`src/rtl/dcache_block_ctrl.sv`:
```
// Data-cache block sequencer: victim writeback, line fill and syscall flush walk
// over the data-memory block port.
module dcache_block_ctrl #(
   parameter int unsigned NUM_LINES  = 32,
   parameter int unsigned INDEX_BITS = 5
) (
   input  logic                  CLK,
   input  logic                  RESET,
   input  logic                  miss_req,
   input  logic [31:0]           miss_addr,
   input  logic                  victim_dirty,
   input  logic [31:0]           victim_addr,
   input  logic [255:0]          victim_block,
   input  logic                  flush_req,
   input  logic [255:0]          block_read_fDM,
   input  logic                  block_read_fDM_valid,
   input  logic                  block_write_fDM_valid,
   output logic                  dBlkRead,
   output logic                  dBlkWrite,
   output logic [31:0]           blk_address_2DM,
   output logic [255:0]          block_write_2DM,
   output logic                  fill_valid,
   output logic [255:0]          fill_block,
   output logic [INDEX_BITS-1:0] flush_index,
   output logic                  invalidate_line,
   output logic                  flush_done,
   output logic                  STALL
);

   localparam logic [2:0] IDLE    = 3'd0;
   localparam logic [2:0] WB      = 3'd1;
   localparam logic [2:0] FILL    = 3'd2;
   localparam logic [2:0] RESP    = 3'd3;
   localparam logic [2:0] FL_CHK  = 3'd4;
   localparam logic [2:0] FL_WB   = 3'd5;
   localparam logic [2:0] FL_INV  = 3'd6;
   localparam logic [2:0] FL_DONE = 3'd7;

   localparam logic [INDEX_BITS-1:0] LAST_INDEX = INDEX_BITS'(NUM_LINES - 1);

   logic [2:0]            state;
   logic [2:0]            stateNext;
   logic [26:0]           missLine;
   logic [26:0]           blkLine;
   logic [255:0]          wrData;
   logic [255:0]          fillData;
   logic [INDEX_BITS-1:0] flushIdx;

   // Block addresses are line aligned, so the byte-offset bits are never needed.
   logic unusedAddrBits;
   assign unusedAddrBits = ^{miss_addr[4:0], victim_addr[4:0]};

   always_ff @(posedge CLK or posedge RESET) begin
      if (RESET) state <= IDLE;
      else       state <= stateNext;
   end

   always_comb begin
      stateNext = state;
      case (state)
         IDLE: begin
            if (miss_req)       stateNext = victim_dirty ? WB : FILL;
            else if (flush_req) stateNext = FL_CHK;
         end
         WB:      if (block_write_fDM_valid) stateNext = FILL;
         FILL:    if (block_read_fDM_valid)  stateNext = RESP;
         RESP:    stateNext = IDLE;
         FL_CHK:  stateNext = victim_dirty ? FL_WB : FL_INV;
         FL_WB:   if (block_write_fDM_valid) stateNext = FL_INV;
         FL_INV:  stateNext = (flushIdx == LAST_INDEX) ? FL_DONE : FL_CHK;
         FL_DONE: if (!flush_req) stateNext = IDLE;
         default: stateNext = IDLE;
      endcase
   end

   // Request address/data are captured on entry so they stay constant until the strobe.
   always_ff @(posedge CLK or posedge RESET) begin
      if (RESET) begin
         missLine <= '0;
         blkLine  <= '0;
         wrData   <= '0;
         fillData <= '0;
         flushIdx <= '0;
      end else begin
         case (state)
            IDLE: begin
               if (miss_req) begin
                  missLine <= miss_addr[31:5];
                  wrData   <= victim_block;
                  blkLine  <= victim_dirty ? victim_addr[31:5] : miss_addr[31:5];
               end else if (flush_req) begin
                  flushIdx <= '0;
               end
            end
            WB:      if (block_write_fDM_valid) blkLine <= missLine;
            FILL:    if (block_read_fDM_valid) fillData <= block_read_fDM;
            FL_CHK: begin
               if (victim_dirty) begin
                  blkLine <= victim_addr[31:5];
                  wrData  <= victim_block;
               end
            end
            FL_INV:  if (flushIdx != LAST_INDEX) flushIdx <= flushIdx + INDEX_BITS'(1);
            FL_DONE: if (!flush_req) flushIdx <= '0;
            default: ;
         endcase
      end
   end

   assign dBlkWrite       = (state == WB) || (state == FL_WB);
   assign dBlkRead        = (state == FILL);
   assign fill_valid      = (state == RESP);
   assign invalidate_line = (state == FL_INV);
   assign flush_done      = (state == FL_DONE);
   assign blk_address_2DM = {blkLine, 5'b0};
   assign block_write_2DM = wrData;
   assign fill_block      = fillData;
   assign flush_index     = flushIdx;
   // Requests stall in IDLE before the FSM reacts; reset forces the stall low.
   assign STALL = (state != IDLE) || (!RESET && (miss_req || flush_req));

endmodule

```
`config.mk`:
```
export PLATFORM = sky130hd
export DESIGN_NAME = dcache_block_ctrl
export DESIGN_NICKNAME = d
export VERILOG_FILES = /design/src/rtl/dcache_block_ctrl.sv
export SDC_FILE = /design/constraint.sdc
export NUM_CORES = 1
export LEC_CHECK = 0
export CAP_MARGIN = 20
export CORE_AREA = 2 2 438 440
export CTS_BUF_LIST = sky130_fd_sc_hd__clkbuf_4 sky130_fd_sc_hd__clkbuf_8
export DETAILED_ROUTE_END_ITERATION = 8
export DIE_AREA = 0 0 440 442
export GPL_TIMING_DRIVEN = 0
export SETUP_SLACK_MARGIN = 0.02
export SYNTH_ARGS = -nofsm -noshare
export SYNTH_HDL_FRONTEND = slang
export SYNTH_SLANG_ARGS = --single-unit
```
`constraint.sdc`:
```
create_clock -name CLK -period 22.7 [get_ports CLK]
set_clock_uncertainty 0.2 [all_clocks]
set_input_delay 3.405 -clock CLK [delete_from_list [all_inputs] [get_ports CLK]]
set_output_delay 3.405 -clock CLK [all_outputs]
set_load 0.005 [all_outputs]
```
* Word level (Yosys, flattened, before mapping)
Index checks and enable logic that the tools add are counted.
** Word-level totals
- Input bits :: 583
- Logic and storage cells :: 65
- Output and inout bits :: 555
- Bits in registers :: 574
** Cells by class
- Equal/unequal tests :: 19
- Multiplexer cells :: 23
- Add/sub/neg operators :: 1
- Reduce and logical (&&, ||, !) cells :: 16
** Operators with widths (number)
- 256-bit two-way mux :: 2
- 256-bit one-hot mux with 2 select lines :: 1
- 27-bit two-way mux :: 4
- 27-bit one-hot mux with 3 select lines :: 1
- 3-bit one-hot mux with 8 select lines :: 1
- 5-bit two-way mux :: 4
- 3-bit two-way mux :: 6
- 2-bit inequality test (second input constant) :: 8
- 5-bit one-hot mux with 3 select lines :: 1
- 3-bit equality test (second input constant) :: 4
- 5-bit AND reduction :: 2
- 3-bit nonzero test :: 3
- 3-bit by 2-bit equality test with 1-bit output (second input constant) :: 2
- 2-bit two-way mux :: 3
- 5-bit by 1-bit adder with 5-bit output (second input constant) :: 1
- 5-bit equality test (second input constant) :: 1
- 5-bit inequality test (second input constant) :: 1
- 2-bit AND reduction :: 2
- 4-bit AND reduction :: 1
- 3-bit by 1-bit equality test with 1-bit output (second input constant) :: 1
- 3-bit zero test :: 1
- 1-bit logical OR :: 3
- 3-bit inequality test (second input constant) :: 1
- 3-bit AND reduction :: 1
- other kinds (4) :: 4

* Logic depth before layout (Yosys ltp)
Gate-level depths: netlist of run 1.
- Word-level depth :: 3
- Gate-level depth with buffers :: 8
- Depth with buffers taken out :: 7

* Worst setup path before layout of run 1
Ideal clock, no wire load.
- Path type :: input -> output
- From :: in miss_req
- To :: out STALL
- Stages on the path :: 2
- Setup slack :: 15484 ps
- Required time :: 19095 ps
- Arrival time :: 3611 ps
- Cells stage by stage :: nor2_1 -> o21ai_0
** On the way
- Longest elaborated chain between the ends :: 3
** RTL lines
- from (decl) :: line 9 : input logic miss_req,
- 1-bit logical OR :: line 120 : assign STALL = (state != IDLE) || (!RESET && (miss_req || flush_req));
- 1-bit logical AND :: line 120
- 1-bit logical OR :: line 120
- to (decl) :: line 27 : output logic STALL
Every way passes these cells.

* Final worst setup path of run 1
Same ends and word-level chain as after synthesis.

==> flow_summary.yaml, run 1 <==
critical_path:
  reg2reg_depth: 6
  path_depth: 4
  cp-end-kind: "output pin"
  crit_arrival_ns: 5.03
  crit_buf_inv: 2
  start_kind: "input port"
  slowest_stage: "clkdlybuf4s50_1"
  crit_top_cell: "clkdlybuf4s50_1"
  crit_chain: "clkdlybuf4s50_1 -> nor2_1 -> o21ai_0 -> clkdlybuf4s50_1"
  path_max_fanout: 7
  critPathRequiredTime_ns: 19.10
  crit_path_max_incr_delay_ns: 0.74
  path_delay_family: "buffers and inverters"
  critPathKind: "in -> out"
status:
  status: "finished clean"
layout:
  multiInputGateArea_mm2: 0.007432
  fin_cells: 5257
  drive_gt1_share_pct: 24.17
  final_util_pct: 20.84
  areaGrowthSynthToFinish_pct: 76.88
  fill_cells: 20310
  seq_area_mm2: 0.01436
  nNetsFinal: 3202
clock_tree:
  numCtsBuffers: 109
  cts_setup_buffers: 0
  numClockSinks: 574
  ctsLongestPathBuffers: 3
  path_clk_slew_ns: 0.05
  cts-resized-gates: 0
  holdBufCountCts: 0
  root_buffer: "clkbuf_8"
  cts_tree: "built"
  htreeDepth: 3
  clkLatencyLatePin_ns: 0.80
timing:
  worst_slack_ns: 14.06
  rsz0062_at_grt: "false"
  layout_worst_path_cycle_share_pct: 38.04
  slew_violations: 0
  worst-slew-pin-transition_ns: 0.8592
  hold_viol: 0
  max_slew_margin_pct: 42.54
  setup_viol: 0
  fin_tns_setup_ns: 0
  clock.fmax_ghz: 0.1158
  layout_min_cycle_time_ns: 8.636
synthesis:
  synth_edf_count: 0
  netlist_area_mm2: 0.02234
  yosysTopAreaCell: "dfrtp_1"
  synth_async_sr_flop_share_pct: 100.0
  synth_seq_cells: 574
  yosysTopAreaCellShare_pct: 64.29
  synthFlopType: "dfrtp_1"
  yosys-top-cells-area: "dfrtp_1 64%, mux2_2 18%, mux2_1 10%"
  yosysWarningCount: 0
  ys_top_cells_by_count: "574 x dfrtp_1, 365 x mux2_2, 201 x mux2_1"
  syn_avg_cell_area_um2: 16.25
  ys_types: 40
  synth-seq-area-share_pct: 64.29
  synth.most_common_cell: "dfrtp_1"
  synth_cells: 1375
power:
  power_leakage_nw: 15.85
  p_total_mw: 5.479
  p_comb_share_pct: 44.4
  switching_share_pct: 33.93
  p_switching_mw: 1.859
  p_per_area_mw_per_mm2: 138.6
  pwr-share-clk_pct: 22.0
  seqPwrFrac_pct: 33.5
  vdd_drop_max_mv: 0.09222
  p_int_mw: 3.620
placement:
  place_inst: 5017
  port-buffer-count: 1122
  pre_cts_ws_ns: 13.98
  hpwl_um: 120100
  place_congestion: 1.138
global_route:
  grt.total_usage_pct: 14.18
  overflow: 0
  antenna_found_initial: 105
  grt_max_degree: 124
  grt_pass1_vias: 18410
  grt_pass1_wl_um: 182500
floorplan:
  core_area_mm2: 0.1896
  dieHeight_um: 442
  floorplan.initialDensity_pct: 11.78
  fp.dieW_um: 440
  dieArea_mm2: 0.1945
  std_cell_rows: 160
  ios: 1138
drt:
  num_vias: 17960
  wirelength_um: 141500
  ant_nets: 0
  first_iter_violations: 1051
  firstDrtPassIters: 5
  drc: 0
  vias_per_cell: 3.417
  wl_per_cell_um: 26.92
job:
  max_cap_violations: 0
hold_path:
  hold_class: "reg -> reg"
  min_path_cells: 1
## power by group through the flow
stage          clock network (mW)  registers [mW]  logic [mW]
6_report                     1.21            1.84        2.44
5_1_grt                      1.30            1.90        2.57
4_1_cts                      1.26            1.84        2.50
3_5_place_dp                    0            1.85        2.49
3_3_place_gp                    0            1.83        2.47
2_1_floorplan                   0            1.83       0.757
## state kept, by name (all words and copies together), names as in the netlist
signal / count
block_write_2DM: 256
blkLine: 27
flush_index: 5
state: 3
fill_block: 256
missLine: 27
## area by class of cell
| type | count | share of cell area, % |
|---|---|---|
| buffer | 87 | 1.371 |
| antenna | 40 | 0.2533 |
| tap | 2511 | 7.950 |
| clock buffer | 174 | 5.522 |
| multi-input combinational | 713 | 18.81 |
| timing repair buffer | 1127 | 28.77 |
| sequential | 574 | 36.35 |
| inverter | 5 | 0.06649 |
| clock inverter | 26 | 0.9119 |
## placed cells by master, fill, tap and decap left out, types with 3 or more instances in the layout
cell type	netlist	final
clkbuf_1	5	5
nand2_1	4	4
conb_1	1	5
buf_6	4	4
nor3_1	3	3
mux2_2	365	365
nor2_1	5	5
o21ai_0	10	10
dfrtp_1	574	574
inv_12	0	4
buf_4	37	37
and3_1	3	3
a22oi_1	27	27
buf_2	37	37
buf_16	0	5
mux2i_1	29	29
inv_1	4	3
mux2_1	201	201
and2_1	3	3
clkinv_2	0	7
bufinv_16	0	6
nand3_1	4	4
buf_1	4	4
clkinvlp_4	0	8
clkbuf_4	0	34
o22ai_1	27	27
nor2b_1	3	3
clkbuf_8	0	140
clkdlybuf4s50_1	0	1122
diode_2	0	40
## routing by layer
layer / wire length [um] / track usage, %
met5: 565 / 0
met4: 4780 / 5.610
met3: 18280 / 8.198
met2: 64750 / 22.03
met1: 53160 / 15.83
## kinds of logic after synthesis
group | after synthesis | share of synthesized area (%)
other | 1 | 0.01678
adder cells (fa/ha/maj) | 2 | 0.1120
flip-flops | 574 | 64.29
multiplexers | 595 | 29.83
AO/OA/AOI/OAI | 75 | 2.268
buffers and inverters | 92 | 2.509
AND/OR/NAND/NOR | 36 | 0.9746
## final timing paths
path	start	end	slack (ns)
max in group asynchronous	RESET	fill_block[105]	17.80
worst max register to register	state[2]	block_write_2DM[226]	19.75
min in group asynchronous	RESET	blkLine[26]	2.93
worst min register to register	fill_block[2]	fill_block[2]	0.28
worst max-delay path	miss_req	STALL	14.06
worst min-delay path	fill_block[2]	fill_block[2]	0.28
## per-stage QoR
step / hold WS [ns] / area, um^2
after floorplan: 0.2811 / 22360
after global placement: 0.2661 / 36730
after detailed placement: 0.2737 / 36870
after CTS: 0.2861 / 39420
after global routing: 0.2916 / 39440
final: 0.2818 / 39520
No activity file was read; power rests on OpenSTA's default activity.
==> run 2: changes to the inputs <==
- clock period: 22.7 -> 8.85 ns (I/O delays scaled with it)
==> run 2 against run 1 <==
Compared with the run above: count of clock-buffer cells in the layout is 5 lower; hold slack worse by 0.00074 ns; combinational power grew to 2.5 times the previous value; sequential share of layout area is 0.13 points lower; core utilization is 0.075 points higher; sequential power grew to 2.6 times the previous value; die area stayed put; critical path depth stayed put; critical path type unchanged; largest power group unchanged.
==> flow_summary.yaml, run 2 (synthesis gave the netlist of run 1 again) <==
timing:
  clock.fmax_ghz: 0.2193
  slew_violations: 0
  worst-slew-pin-transition_ns: 0.8291
  setup_viol: 0
  max_slew_margin_pct: 44.73
  layout_min_cycle_time_ns: 4.559
  rsz0062_at_grt: "false"
  worst_slack_ns: 4.291
  layout_worst_path_cycle_share_pct: 51.52
  hold_viol: 0
global_route:
  grt_pass1_vias: 18430
  grt.total_usage_pct: 14.51
  grt_max_degree: 44
  grt_pass1_wl_um: 185700
  overflow: 0
  antenna_found_initial: 145
floorplan:
  std_cell_rows: 160
  floorplan.initialDensity_pct: 11.78
  ios: 1138
  core_area_mm2: 0.1896
  dieArea_mm2: 0.1945
  fp.dieW_um: 440
  dieHeight_um: 442
power:
  pwr-share-clk_pct: 21.6
  seqPwrFrac_pct: 34.2
  p_total_mw: 13.97
  vdd_drop_max_mv: 0.1706
  power_leakage_nw: 15.92
  switching_share_pct: 33.96
  p_comb_share_pct: 44.3
  p_per_area_mw_per_mm2: 352.2
  p_int_mw: 9.225
  p_switching_mw: 4.743
drt:
  firstDrtPassIters: 5
  first_iter_violations: 1560
  num_vias: 18390
  vias_per_cell: 3.486
  wirelength_um: 145100
  wl_per_cell_um: 27.51
  drc: 0
  ant_nets: 0
critical_path:
  start_kind: "input port"
  crit_top_cell: "clkdlybuf4s50_1"
  crit_chain: "clkdlybuf4s50_1 -> nor2_1 -> o21ai_0 -> clkdlybuf4s50_1"
  critPathRequiredTime_ns: 7.32
  crit_path_max_incr_delay_ns: 0.80
  crit_arrival_ns: 3.03
  slowest_stage: "clkdlybuf4s50_1"
  critPathKind: "in -> out"
  path_max_fanout: 7
  cp-end-kind: "output pin"
  path_delay_family: "buffers and inverters"
  crit_buf_inv: 2
placement:
  place_congestion: 1.257
  place_inst: 5029
  port-buffer-count: 1122
  dpl_cell_area_mm2: 0.03707
  hpwl_um: 124800
  pre_cts_ws_ns: 4.216
layout:
  nNetsFinal: 3214
  layout_common_cells: "1,122 x clkdlybuf4s50_1, 574 x dfrtp_1, 365 x mux2_2"
  mostFrequentLayoutCell: "clkdlybuf4s50_1"
  drive_gt1_share_pct: 24.39
  fin_cells: 5275
  areaGrowthSynthToFinish_pct: 77.51
  stdcell_area_mm2: 0.03966
clock_tree:
  clkLatencyLatePin_ns: 0.87
  root_buffer: "clkbuf_8"
  numCtsBuffers: 109
  ctsLongestPathBuffers: 3
  cts-resized-gates: 0
  cts_tree: "built"
  cts_setup_buffers: 0
  numClockSinks: 574
  htreeDepth: 3
  holdBufCountCts: 0
  path_clk_slew_ns: 0.05
job:
  max_cap_violations: 0
hold_path:
  hold_class: "reg -> reg"
status:
  status: "finished clean"
==> run 2: cell count changes in the layout (fill, tap and decap cells not counted), moves of 2 or more <==
cell and change:
buf_12 +15, buf_16 -4, inv_12 -3, clkinvlp_4 -3, clkbuf_8 -5, clkinv_2 +4
inv_16 +2, diode_2 +10
==> run 2: power groups by stage <==
stage	Sequential [mW]	Combinational (mW)	Clock, mW
after floorplan	4.69	1.94	0
after global placement	4.77	6.20	0
final	4.78	6.18	3.01
after detailed placement	4.80	6.27	0
after CTS	4.77	6.31	3.13
after global routing	4.92	6.50	3.25
==> run 2: through the flow <==
step | utilization [%] | hold WS (ns) | TNS (ns)
floorplan | - | 0.2811 | -285.31
global placement | 19.38 | 0.2656 | -2711.68
detailed placement | 19.55 | 0.2737 | 0
CTS | 20.85 | 0.2863 | 0
global route | 20.86 | 0.2909 | 0
finish | 20.92 | 0.2811 | 0
==> run 2: worst paths after layout <==
path | start | endpoint | slack (ns) | cells after the start
worst min-delay path | fill_block[12] | fill_block[12] | 0.28 | 1
min in group asynchronous | RESET | missLine[26] | 0.75 | 2
worst max register to register | state[2] | block_write_2DM[228] | 5.93 | 7
max in group asynchronous | RESET | fill_block[56] | 5.43 | 9
worst min register to register | fill_block[12] | fill_block[12] | 0.28 | 1
worst max-delay path | miss_req | STALL | 4.29 | 4
==> run 2: worst reg2reg max path, cell delays in order (launching register included) <==
cell	delay (ns)
dfrtp_1	0.36
buf_4	0.16
mux2i_1	0.17
nor3_2	0.34
buf_6	0.22
buf_2	0.51
buf_2	0.39
mux2_2	0.38
==> run 2: area by class of cell <==
| class | instances | area, um^2 |
|---|---|---|
| clock inverter | 27 | 347.8 |
| multi-input combinational | 713 | 7432 |
| antenna | 50 | 125.1 |
| tap | 2511 | 3142 |
| timing repair buffer | 1139 | 11570 |
| inverter | 5 | 22.52 |
| clock buffer | 169 | 2113 |
| buffer | 87 | 541.8 |
| fill | 20300 | 149900 |
| sequential | 574 | 14360 |
==> run 2: routing by layer <==
layer	routed length, um	share of wire, %	vias up	global-route usage, %
li1	-	-	7537	-
met1	57070	39	9429	17.54
met2	66380	46	1045	22.93
met3	17480	12	306	6.894
met4	3553	2.4	70	3.811
met5	651	0.45	-	0
==> run 3: changes to the inputs <==
- CORE_AREA: 2 2 438 440 -> 2 2 447 449
- DIE_AREA: 0 0 440 442 -> 0 0 449 451
- clock period: 8.85 -> 3.7 ns (I/O delays scaled with it)
==> run 3 against run 2 <==
Compared with the run above: largest cell class is now non-clock buffers; critical path depth is 1 higher; global-route usage decreased by 1.0 points; count of clock-buffer cells in the layout shrank 7; setup slack worse by 4.0 ns; largest power group unchanged; non-clock buffer count grew 245; highest routed layer unchanged; die area up 4.1%; cell area increased by 6.3%.
==> flow_summary.yaml, run 3 (synthesis gave the netlist of run 1 again) <==
layout:
  fin_cells: 5646
  drive_gt1_share_pct: 22.24
  fill_cells: 21420
  layout_common_cells: "1,121 x clkdlybuf4s50_1, 574 x dfrtp_1, 365 x mux2_2"
  nNetsFinal: 3459
  areaGrowthSynthToFinish_pct: 88.61
  mostFrequentLayoutCell: "clkdlybuf4s50_1"
  multiInputGateArea_mm2: 0.007445
  stdcell_area_mm2: 0.04214
  seq_area_mm2: 0.01436
drt:
  wl_per_cell_um: 24.93
  ant_nets: 0
  vias_per_cell: 3.339
  first_iter_violations: 1163
  firstDrtPassIters: 5
  num_vias: 18850
  drc: 0
  wirelength_um: 140700
clock_tree:
  path_clk_slew_ns: 0.06
  cts_setup_buffers: 0
  htreeDepth: 3
  root_buffer: "clkbuf_8"
  ctsLongestPathBuffers: 3
  clkLatencyLatePin_ns: 0.82
  numCtsBuffers: 109
  numClockSinks: 574
  cts_tree: "built"
critical_path:
  crit_path_max_incr_delay_ns: 0.58
  critPathRequiredTime_ns: 2.94
  critPathKind: "reg -> out"
  path_depth: 5
  path_max_fanout: 10
  cp-end-kind: "output pin"
  path_delay_family: "buffers and inverters"
  slowest_stage: "clkdlybuf4s50_1"
  reg2reg_depth: 6
  crit_buf_inv: 3
  start_kind: "flip-flop"
  crit_chain: "clkbuf_4 -> buf_2 -> nand2_1 -> nor2_1 -> clkdlybuf4s50_1"
  crit_arrival_ns: 2.64
placement:
  pre_cts_ws_ns: -0.8631
  hpwl_um: 118900
  place_congestion: 0.9891
  port-buffer-count: 1122
  place_inst: 5173
  dpl_cell_area_mm2: 0.03724
floorplan:
  dieArea_mm2: 0.2025
  core_area_mm2: 0.1982
  std_cell_rows: 164
  ios: 1138
  floorplan.initialDensity_pct: 11.27
  dieHeight_um: 451
  fp.dieW_um: 449
global_route:
  antenna_found_initial: 88
  grt.total_usage_pct: 13.47
  overflow: 0
  grt_pass1_wl_um: 183500
  grt_pass1_vias: 19490
  grt_max_degree: 42
timing:
  layout_worst_path_cycle_share_pct: 91.76
  setup_viol: 0
  clock.fmax_ghz: 0.2945
  rsz0062_at_grt: "false"
  slew_violations: 0
  hold_viol: 0
  max_slew_margin_pct: 45.61
  worst_slack_ns: 0.3050
  worst-slew-pin-transition_ns: 0.8142
  layout_min_cycle_time_ns: 3.395
power:
  vdd_drop_max_mv: 0.4702
  p_per_area_mw_per_mm2: 788.8
  power_leakage_nw: 16.89
status:
  status: "finished clean"
hold_path:
  hold_class: "in -> reg"
  min_path_cells: 2
job:
  max_cap_violations: 0
run 3: cell count changes in the layout (fill, tap and decap cells not counted), moves of 2 or more:
cell           delta
dlygate4sd3_1   +246
diode_2          -14
clkbuf_8          -7
clkinv_2          +5
inv_12            +4
inv_16            -3
nor3_2            -2
nor3_4            +2
run 3: routing by layer:
layer / vias to the layer above / wire [um] / track usage, %
met5: - / 284 / 0
met4: 44 / 4017 / 4.324
met3: 232 / 13820 / 5.278
met2: 854 / 65680 / 21.42
met1: 9720 / 56940 / 16.62
li1: 8004 / - / -
run 3: final timing paths:
kind,start,end,slack [ns]
min in group asynchronous,RESET,fill_block[216],0.40
hold / removal,block_read_fDM[169],fill_block[169],0.15
max in group asynchronous,RESET,fill_block[160],0.64
hold reg to reg,fill_block[38],fill_block[38],0.28
setup / recovery,state[1],fill_valid,0.30
setup reg to reg,state[2],block_write_2DM[164],0.36
run 3: cell type report:
| cell class | count | share of cell area (%) |
|---|---|---|
| inverters | 5 | 0.05345 |
| flip-flops and latches | 574 | 34.09 |
| clock buffers | 162 | 4.786 |
| well taps | 2656 | 7.886 |
| multi-input cells | 713 | 17.67 |
| diodes | 36 | 0.2138 |
| plain buffers | 87 | 1.295 |
| clock inverters | 29 | 0.7394 |
| repair buffers | 1384 | 33.27 |
run 3: per-stage QoR:
step	hold WS (ns)	util [%]	power, mW	TNS [ns]
after floorplan	0.2811	-	15.88	-2797.99
after global placement	0.2673	18.62	26.20	-5760.30
after detailed placement	0.2740	18.79	26.42	-79.42
after CTS	0.00006384	21.21	33.91	0
after global routing	0.03900	21.23	34.94	0
final	0.1459	21.26	33.24	0
run 3: where the power goes:
group	internal [mW]	total, mW	switching, mW
combinational	8.78	14.8	6.02
sequential	9.43	11.5	2.09
clock	3.78	6.91	3.13
total	22.0	33.2	11.2
run 3: timing repair:
action / 4_1_cts / 5_1_grt
cloned: 0 / 0
resized for setup: 5 / 1
setup endpoints to repair: 14 / 1
hold buffers: 246 / 0
endpoints found under the hold margin: 246 / 0
